## src/rtl/uart_rx_if.sv

```systemverilog
// Bundles the receiver's baud/line/ack inputs and its data/status outputs.
// The master drives the line side; the receiver attaches through the slave modport.
interface uart_rx_if #(
    parameter int unsigned DATA_BITS = 8
);
    logic                 baud_tick;
    logic                 serial_in;
    logic                 rx_ack;
    logic [DATA_BITS-1:0] data_out;
    logic                 data_valid;
    logic                 framing_error;
    logic                 overrun;
    logic                 busy;

    modport master (
        output baud_tick, serial_in, rx_ack,
        input  data_out, data_valid, framing_error, overrun, busy
    );

    modport slave (
        input  baud_tick, serial_in, rx_ack,
        output data_out, data_valid, framing_error, overrun, busy
    );
endinterface

```

## src/rtl/uart_rx.sv

```systemverilog
// Oversampling UART receiver: 1 start bit, DATA_BITS data bits LSB first, 1 stop bit.
// Samples at mid-bit and holds the last word until the consumer acknowledges it.
module uart_rx #(
    parameter int unsigned DATA_BITS  = 8,
    parameter int unsigned OVERSAMPLE = 16
) (
    input logic   clk,
    input logic   reset,
    uart_rx_if.slave bus
);
    localparam int unsigned TickW = $clog2(OVERSAMPLE);
    localparam int unsigned BitW  = $clog2(DATA_BITS + 1);
    localparam logic [TickW-1:0] MidTick  = TickW'(OVERSAMPLE / 2 - 1);
    localparam logic [TickW-1:0] LastTick = TickW'(OVERSAMPLE - 1);
    localparam logic [BitW-1:0]  LastBit  = BitW'(DATA_BITS - 1);

    typedef enum logic [1:0] {StIdle, StStart, StData, StStop} state_e;

    state_e               state_q, state_d;
    logic [TickW-1:0]     tick_q, tick_d;
    logic [BitW-1:0]      bit_q, bit_d;
    logic [DATA_BITS-1:0] shift_q, shift_d;
    logic [DATA_BITS-1:0] data_q, data_d;
    logic                 valid_q, valid_d;
    logic                 ferr_q, ferr_d;
    logic                 ovr_q, ovr_d;
    logic                 rx_meta_q, rxs_q, rx_prev_q;
    logic [1:0]           settle_q;
    logic                 armed_q;
    logic                 falling;
    logic                 complete;

    always_ff @(posedge clk) begin
        if (!reset) begin
            rx_meta_q <= 1'b1;
            rxs_q     <= 1'b1;
            settle_q  <= 2'b00;
        end else begin
            rx_meta_q <= bus.serial_in;
            rxs_q     <= rx_meta_q;
            settle_q  <= {settle_q[0], 1'b1};
        end
    end

    // The synchronizer resets to 1, so a line held low through reset would look like a
    // falling edge; start detection stays disarmed until a genuine high sample is seen.
    always_ff @(posedge clk) begin
        if (!reset) begin
            rx_prev_q <= 1'b1;
            armed_q   <= 1'b0;
        end else if (bus.baud_tick) begin
            rx_prev_q <= rxs_q;
            if (rxs_q && settle_q[1]) begin
                armed_q <= 1'b1;
            end
        end
    end

    assign falling = armed_q & rx_prev_q & ~rxs_q;

    always_ff @(posedge clk) begin
        if (!reset) begin
            state_q <= StIdle;
            tick_q  <= '0;
            bit_q   <= '0;
            shift_q <= '0;
            data_q  <= '0;
            valid_q <= 1'b0;
            ferr_q  <= 1'b0;
            ovr_q   <= 1'b0;
        end else begin
            state_q <= state_d;
            tick_q  <= tick_d;
            bit_q   <= bit_d;
            shift_q <= shift_d;
            data_q  <= data_d;
            valid_q <= valid_d;
            ferr_q  <= ferr_d;
            ovr_q   <= ovr_d;
        end
    end

    always_comb begin
        state_d  = state_q;
        tick_d   = tick_q;
        bit_d    = bit_q;
        shift_d  = shift_q;
        complete = 1'b0;
        unique case (state_q)
            StIdle: begin
                if (bus.baud_tick && falling) begin
                    state_d = StStart;
                    tick_d  = '0;
                end
            end
            StStart: begin
                if (bus.baud_tick) begin
                    if (tick_q == MidTick) begin
                        tick_d  = '0;
                        bit_d   = '0;
                        state_d = rxs_q ? StIdle : StData;
                    end else begin
                        tick_d = tick_q + 1'b1;
                    end
                end
            end
            StData: begin
                if (bus.baud_tick) begin
                    if (tick_q == LastTick) begin
                        tick_d  = '0;
                        shift_d = {rxs_q, shift_q[DATA_BITS-1:1]};
                        bit_d   = bit_q + 1'b1;
                        if (bit_q == LastBit) begin
                            state_d = StStop;
                        end
                    end else begin
                        tick_d = tick_q + 1'b1;
                    end
                end
            end
            StStop: begin
                if (bus.baud_tick) begin
                    if (tick_q == LastTick) begin
                        tick_d   = '0;
                        complete = 1'b1;
                        state_d  = StIdle;
                    end else begin
                        tick_d = tick_q + 1'b1;
                    end
                end
            end
            default: state_d = StIdle;
        endcase
    end

    // Completion takes priority over an acknowledge arriving in the same cycle.
    always_comb begin
        data_d  = data_q;
        valid_d = valid_q;
        ferr_d  = ferr_q;
        ovr_d   = ovr_q;
        if (complete) begin
            data_d  = shift_q;
            ferr_d  = ~rxs_q;
            valid_d = 1'b1;
            if (valid_q && !bus.rx_ack) begin
                ovr_d = 1'b1;
            end
        end else if (bus.rx_ack) begin
            valid_d = 1'b0;
        end
    end

    assign bus.data_out      = data_q;
    assign bus.data_valid    = valid_q;
    assign bus.framing_error = ferr_q;
    assign bus.overrun       = ovr_q;
    assign bus.busy          = (state_q != StIdle);
endmodule

```

## src/flat_wrapper.sv

```systemverilog
// flat-port wrapper written by rule: the top's interface ports become plain ports
module uart_rx_flat 
#(
    parameter int unsigned DATA_BITS  = 8,
    parameter int unsigned OVERSAMPLE = 16
)
  (clk, reset, bus_baud_tick, bus_serial_in, bus_rx_ack, bus_data_out, bus_data_valid, bus_framing_error, bus_overrun, bus_busy);
  uart_rx_if #(.DATA_BITS(DATA_BITS)) bus_i ();
  input logic clk;
  input logic reset;
  input wire logic [$bits(bus_i.baud_tick)-1:0] bus_baud_tick;
  input wire logic [$bits(bus_i.serial_in)-1:0] bus_serial_in;
  input wire logic [$bits(bus_i.rx_ack)-1:0] bus_rx_ack;
  output wire logic [$bits(bus_i.data_out)-1:0] bus_data_out;
  output wire logic [$bits(bus_i.data_valid)-1:0] bus_data_valid;
  output wire logic [$bits(bus_i.framing_error)-1:0] bus_framing_error;
  output wire logic [$bits(bus_i.overrun)-1:0] bus_overrun;
  output wire logic [$bits(bus_i.busy)-1:0] bus_busy;
  assign bus_i.baud_tick = bus_baud_tick;
  assign bus_i.serial_in = bus_serial_in;
  assign bus_i.rx_ack = bus_rx_ack;
  assign bus_data_out = bus_i.data_out;
  assign bus_data_valid = bus_i.data_valid;
  assign bus_framing_error = bus_i.framing_error;
  assign bus_overrun = bus_i.overrun;
  assign bus_busy = bus_i.busy;
  uart_rx #(.DATA_BITS(DATA_BITS), .OVERSAMPLE(OVERSAMPLE)) u_core (.clk(clk), .reset(reset), .bus(bus_i));
endmodule
```

## config.mk

```make
export PLATFORM = sky130hd
export DESIGN_NAME = uart_rx_flat
export DESIGN_NICKNAME = d
export VERILOG_FILES = /design/src/rtl/uart_rx_if.sv /design/src/rtl/uart_rx.sv /design/src/flat_wrapper.sv
export SDC_FILE = /design/constraint.sdc
export NUM_CORES = 1
export LEC_CHECK = 0
export BUFFER_PORTS_ARGS = -buffer_cell sky130_fd_sc_hd__buf_2
export CAP_MARGIN = 20
export CORE_AREA = 3 3 74 76
export DETAILED_ROUTE_END_ITERATION = 6
export DIE_AREA = 0 0 77 79
export PLACE_DENSITY_LB_ADDON = 0.05
export SLEW_MARGIN = 20
export SYNTH_ARGS = -nofsm -noshare
export SYNTH_HDL_FRONTEND = slang
export SYNTH_SLANG_ARGS = --single-unit
```

## constraint.sdc

```tcl
create_clock -name clk -period 1.5 [get_ports clk]
set_input_delay 0.15 -clock clk [delete_from_list [all_inputs] [get_ports clk]]
set_output_delay 0.15 -clock clk [all_outputs]
set_load 0.05 [all_outputs]
```

==> impl_metrics.csv <==
group,metric,value,unit
sta,slew_viol_final,0,
detailed_routing,dr.first_iter.drc_count,54,
synthesis,ys_types,39,
setup_path,path_class,"flop to output pin",
finish,area_delta_synth_final,19.1,%
finish,nets,188,
finish,layout_common_cells,"dfxtp_1, nand2_1, nor2_1",
synthesis,syn_area,0.00145,mm^2
detailed_routing,dr.pass1.iters,4,
setup_path,crit_cells,3,
setup_path,cpMaxStageDelayCell,"dfxtp_2",
setup_path,path_buf_inv,2,
grt,grt_max_degree,26,
grt,use_met3,0.0306,
finish,final_common_cell,"dfxtp_1",
power_and_ir_drop,cellPowerDensity,986,mW/mm^2
grt,busiest_layer,"met2",
synthesis,yosys_warnings,0,
placed_design,portBuffers,16,
synthesis,syn-num-nets,166,
sta,setup-violations-final,0,
synthesis,seq_area_frac_synth,0.484,
detailed_routing,drt.antenna.violating_nets,0,
clock_tree,cts.clk_slew.worst_paths,0.07,ns
synthesis,ys_ff_latch,35,
floorplanning,coreArea,0.00479,mm^2
run_status,status,"finished, final reports clean",
finish,register_area,703,um^2
setup_path,worstSetupEndpoint,"bus_busy",
synthesis,avgSynthCellArea,9.10,um^2
grt,grt_pass1_wl,4.93,mm
clock_tree,h-tree-depth,2,
floorplanning,start_util,0.302,
clock_tree,insertion_delay,0.28,ns
floorplanning,row_count,25,
floorplanning,io_pins,17,
setup_path,cp_cell_sequence,"buf_4 > or2_2 > buf_6",
sta,max_slew_margin,0.696,
setup_path,rr_worst_depth,5,
clock_tree,cts_tree,"built",
detailed_routing,avgViaCountPerCell,4.50,
grt,grt_usage,0.102,
worst_hold_path,hold_class,"input pin to flop",
sta,fin_hold_ws,0.0429,ns
setup_path,cp-start-kind,"flop",
sta,worst_pin_slew,0.456,ns
grt,grt_use_met2,0.159,
floorplanning,die_h,79,um
sta,rsz0062_at_grt,"false",
finish,multi_input_area,664,um^2
grt,met1_usage,0.134,
detailed_routing,wl,2.96,mm
sta,finalCritPeriodShare,0.958,
clock_tree,cts_made_buffers,5,
setup_path,end_kind,"output pin",
setup_path,critical_path.top_delay_family,"flip-flops",
finish,diodes,0,
detailed_routing,avgRoutedWirePerCell,11.9,um
power_and_ir_drop,vdd_drop_max,0.680,mV
sta,hold_viol_final,0,
finish,layout-drive-gt1-share,0.231,
floorplanning,dieArea,0.00608,mm^2
grt,overflow,0,
power_and_ir_drop,leakage,0.660,nW
setup_path,r2r-end,"u_core.tick_q[1]$_SDFFE_PN0P_",
sta,fin_skew,0.00408,ns
setup_path,path_max_fanout,8,
finish,fill_cells,505,
clock_tree,clock-sinks,35,
clock_tree,clockBufferDepth,2,
grt,grt_pass1_vias,1065,
placed_design,gp_congestion,0.785,
sta,period_minus_slack,1.44,ns
floorplanning,die_w,77,um
run,max_cap_viol_count,0,
detailed_routing,vias,1120,
setup_path,rrSetupSlack,0.12,ns
setup_path,cp_data_required_time,1.35,ns
sta,setup_tns,0,ns
grt,antenna_found_initial,0,
clock_tree,cts_root_buffer,"clkbuf_8",
setup_path,slowest_delay,0.36,ns
placed_design,dp_hpwl,2.15,mm
detailed_routing,post-route-drc-count,0,
setup_path,cp.arrival,1.29,ns
sta,fmax,696,MHz
synthesis,synthCells,159,
==> through the flow <==
step	utilization	setup slack [ns]	power, mW	cells	instance area (um^2)
3_5_place_dp	0.336	0.0914	1.00	241	1610
6_report	0.360	0.0632	1.70	249	1720
2_1_floorplan	-	0.0575	0.989	159	1450
4_1_cts	0.357	0.00675	1.73	249	1710
5_1_grt	0.360	0.0112	1.79	249	1720
3_3_place_gp	0.336	0.121	1.00	241	1610
==> worst min-delay path by stage <==
| stage | startpoint | endpoint | slack, ns | cells past startpoint |
|---|---|---|---|---|
| finish | bus_serial_in | u_core.rx_meta_q$_SDFF_PN1_ | 0.04 | 2 |
| global route | bus_serial_in | u_core.rx_meta_q$_SDFF_PN1_ | 0.04 | 2 |
| detailed placement | bus_serial_in | u_core.rx_meta_q$_SDFF_PN1_ | 0.33 | 2 |
| floorplan | reset | u_core.settle_q[0]$_DFF_P_ | 0.18 | 0 |
| CTS | bus_serial_in | u_core.rx_meta_q$_SDFF_PN1_ | 0.03 | 2 |
| global placement | bus_serial_in | u_core.rx_meta_q$_SDFF_PN1_ | 0.33 | 2 |
==> where the power goes <==
group	internal (mW)	leakage, nW	switching, mW
Combinational	0.0150	0.328	0.0291
Sequential	0.936	0.284	0.00253
Clock	0.375	0.0474	0.343
==> final cells by class <==
type	instances	area share
Clock buffer	6	0.0479
Clock inverter	2	0.00943
Inverter	4	0.00871
Multi-Input combinational cell	111	0.385
Sequential cell	35	0.408
Tap cell	67	0.0486
Timing Repair Buffer	24	0.0922
==> synthesized netlist by cell type, drive strengths merged <==
cell type | n | area [um^2]
and2 | 4 | 27.5
xor2 | 2 | 17.5
nor2b | 2 | 12.5
a21oi | 11 | 55.1
ha | 2 | 25.0
and3 | 3 | 18.8
nand2 | 21 | 78.8
and3b | 2 | 17.5
nand2b | 2 | 12.5
o2bb2ai | 1 | 8.76
o22ai | 1 | 6.26
nor3b | 3 | 22.5
o31ai | 1 | 7.51
o211ai | 2 | 15.0
nor3 | 1 | 5.00
nand3b | 1 | 7.51
nand3 | 3 | 15.0
and4 | 1 | 8.76
nor2 | 22 | 85.1
inv | 4 | 15.0
dfxtp | 35 | 701
a31oi | 3 | 18.8
a211oi | 1 | 7.51
o21ai | 6 | 33.8
o221a | 1 | 11.3
a41oi | 1 | 8.76
clkbuf | 3 | 11.3
buf | 6 | 66.3
mux2i | 10 | 100
a22oi | 2 | 15.0
or2 | 1 | 6.26
nand4 | 1 | 6.26
==> worst reg2reg max path, cell delays in order (launching register included) <==
cell	delay, ns
dfxtp_2	0.36
buf_4	0.15
or2_2	0.32
and2_1	0.18
a22oi_1	0.18
nor2_1	0.05
==> cell families after synthesis <==
logic type | count (synthesis) | synth area share
XOR/XNOR | 2 | 0.0121
AO/OA/AOI/OAI | 30 | 0.130
adder cells (fa/ha/maj) | 2 | 0.0173
flip-flops | 35 | 0.484
buffers and inverters | 13 | 0.0640
AND/OR/NAND/NOR | 67 | 0.224
multiplexers | 10 | 0.0691
==> state kept, by name, summed over array words and instances, names as in the netlist, named ones only <==
name                      cells
u_core.bus.overrun            1
u_core.settle_q               2
u_core.bus.data_valid         1
u_core.bus.data_out           8
u_core.bit_q                  4
u_core.rx_meta_q              1
u_core.armed_q                1
u_core.shift_q                8
u_core.rx_prev_q              1
u_core.bus.framing_error      1
u_core.tick_q                 4
u_core.state_q                1
u_core.rxs_q                  1
==> metal layers <==
metal,part of all wire,up-vias,routed length (um)
met2,0.45,20,1340
met1,0.50,508,1470
met3,0.040,4,120
li1,-,588,-
met5,0,-,0
met4,0.011,0,32
==> repair_timing <==
item,in CTS,in global routing
endpoints found under the setup margin,1,4
gates resized for setup,1,5
hold buffers,0,0
setup buffers,0,0
Note: power is estimated with default switching activity, not from simulation.
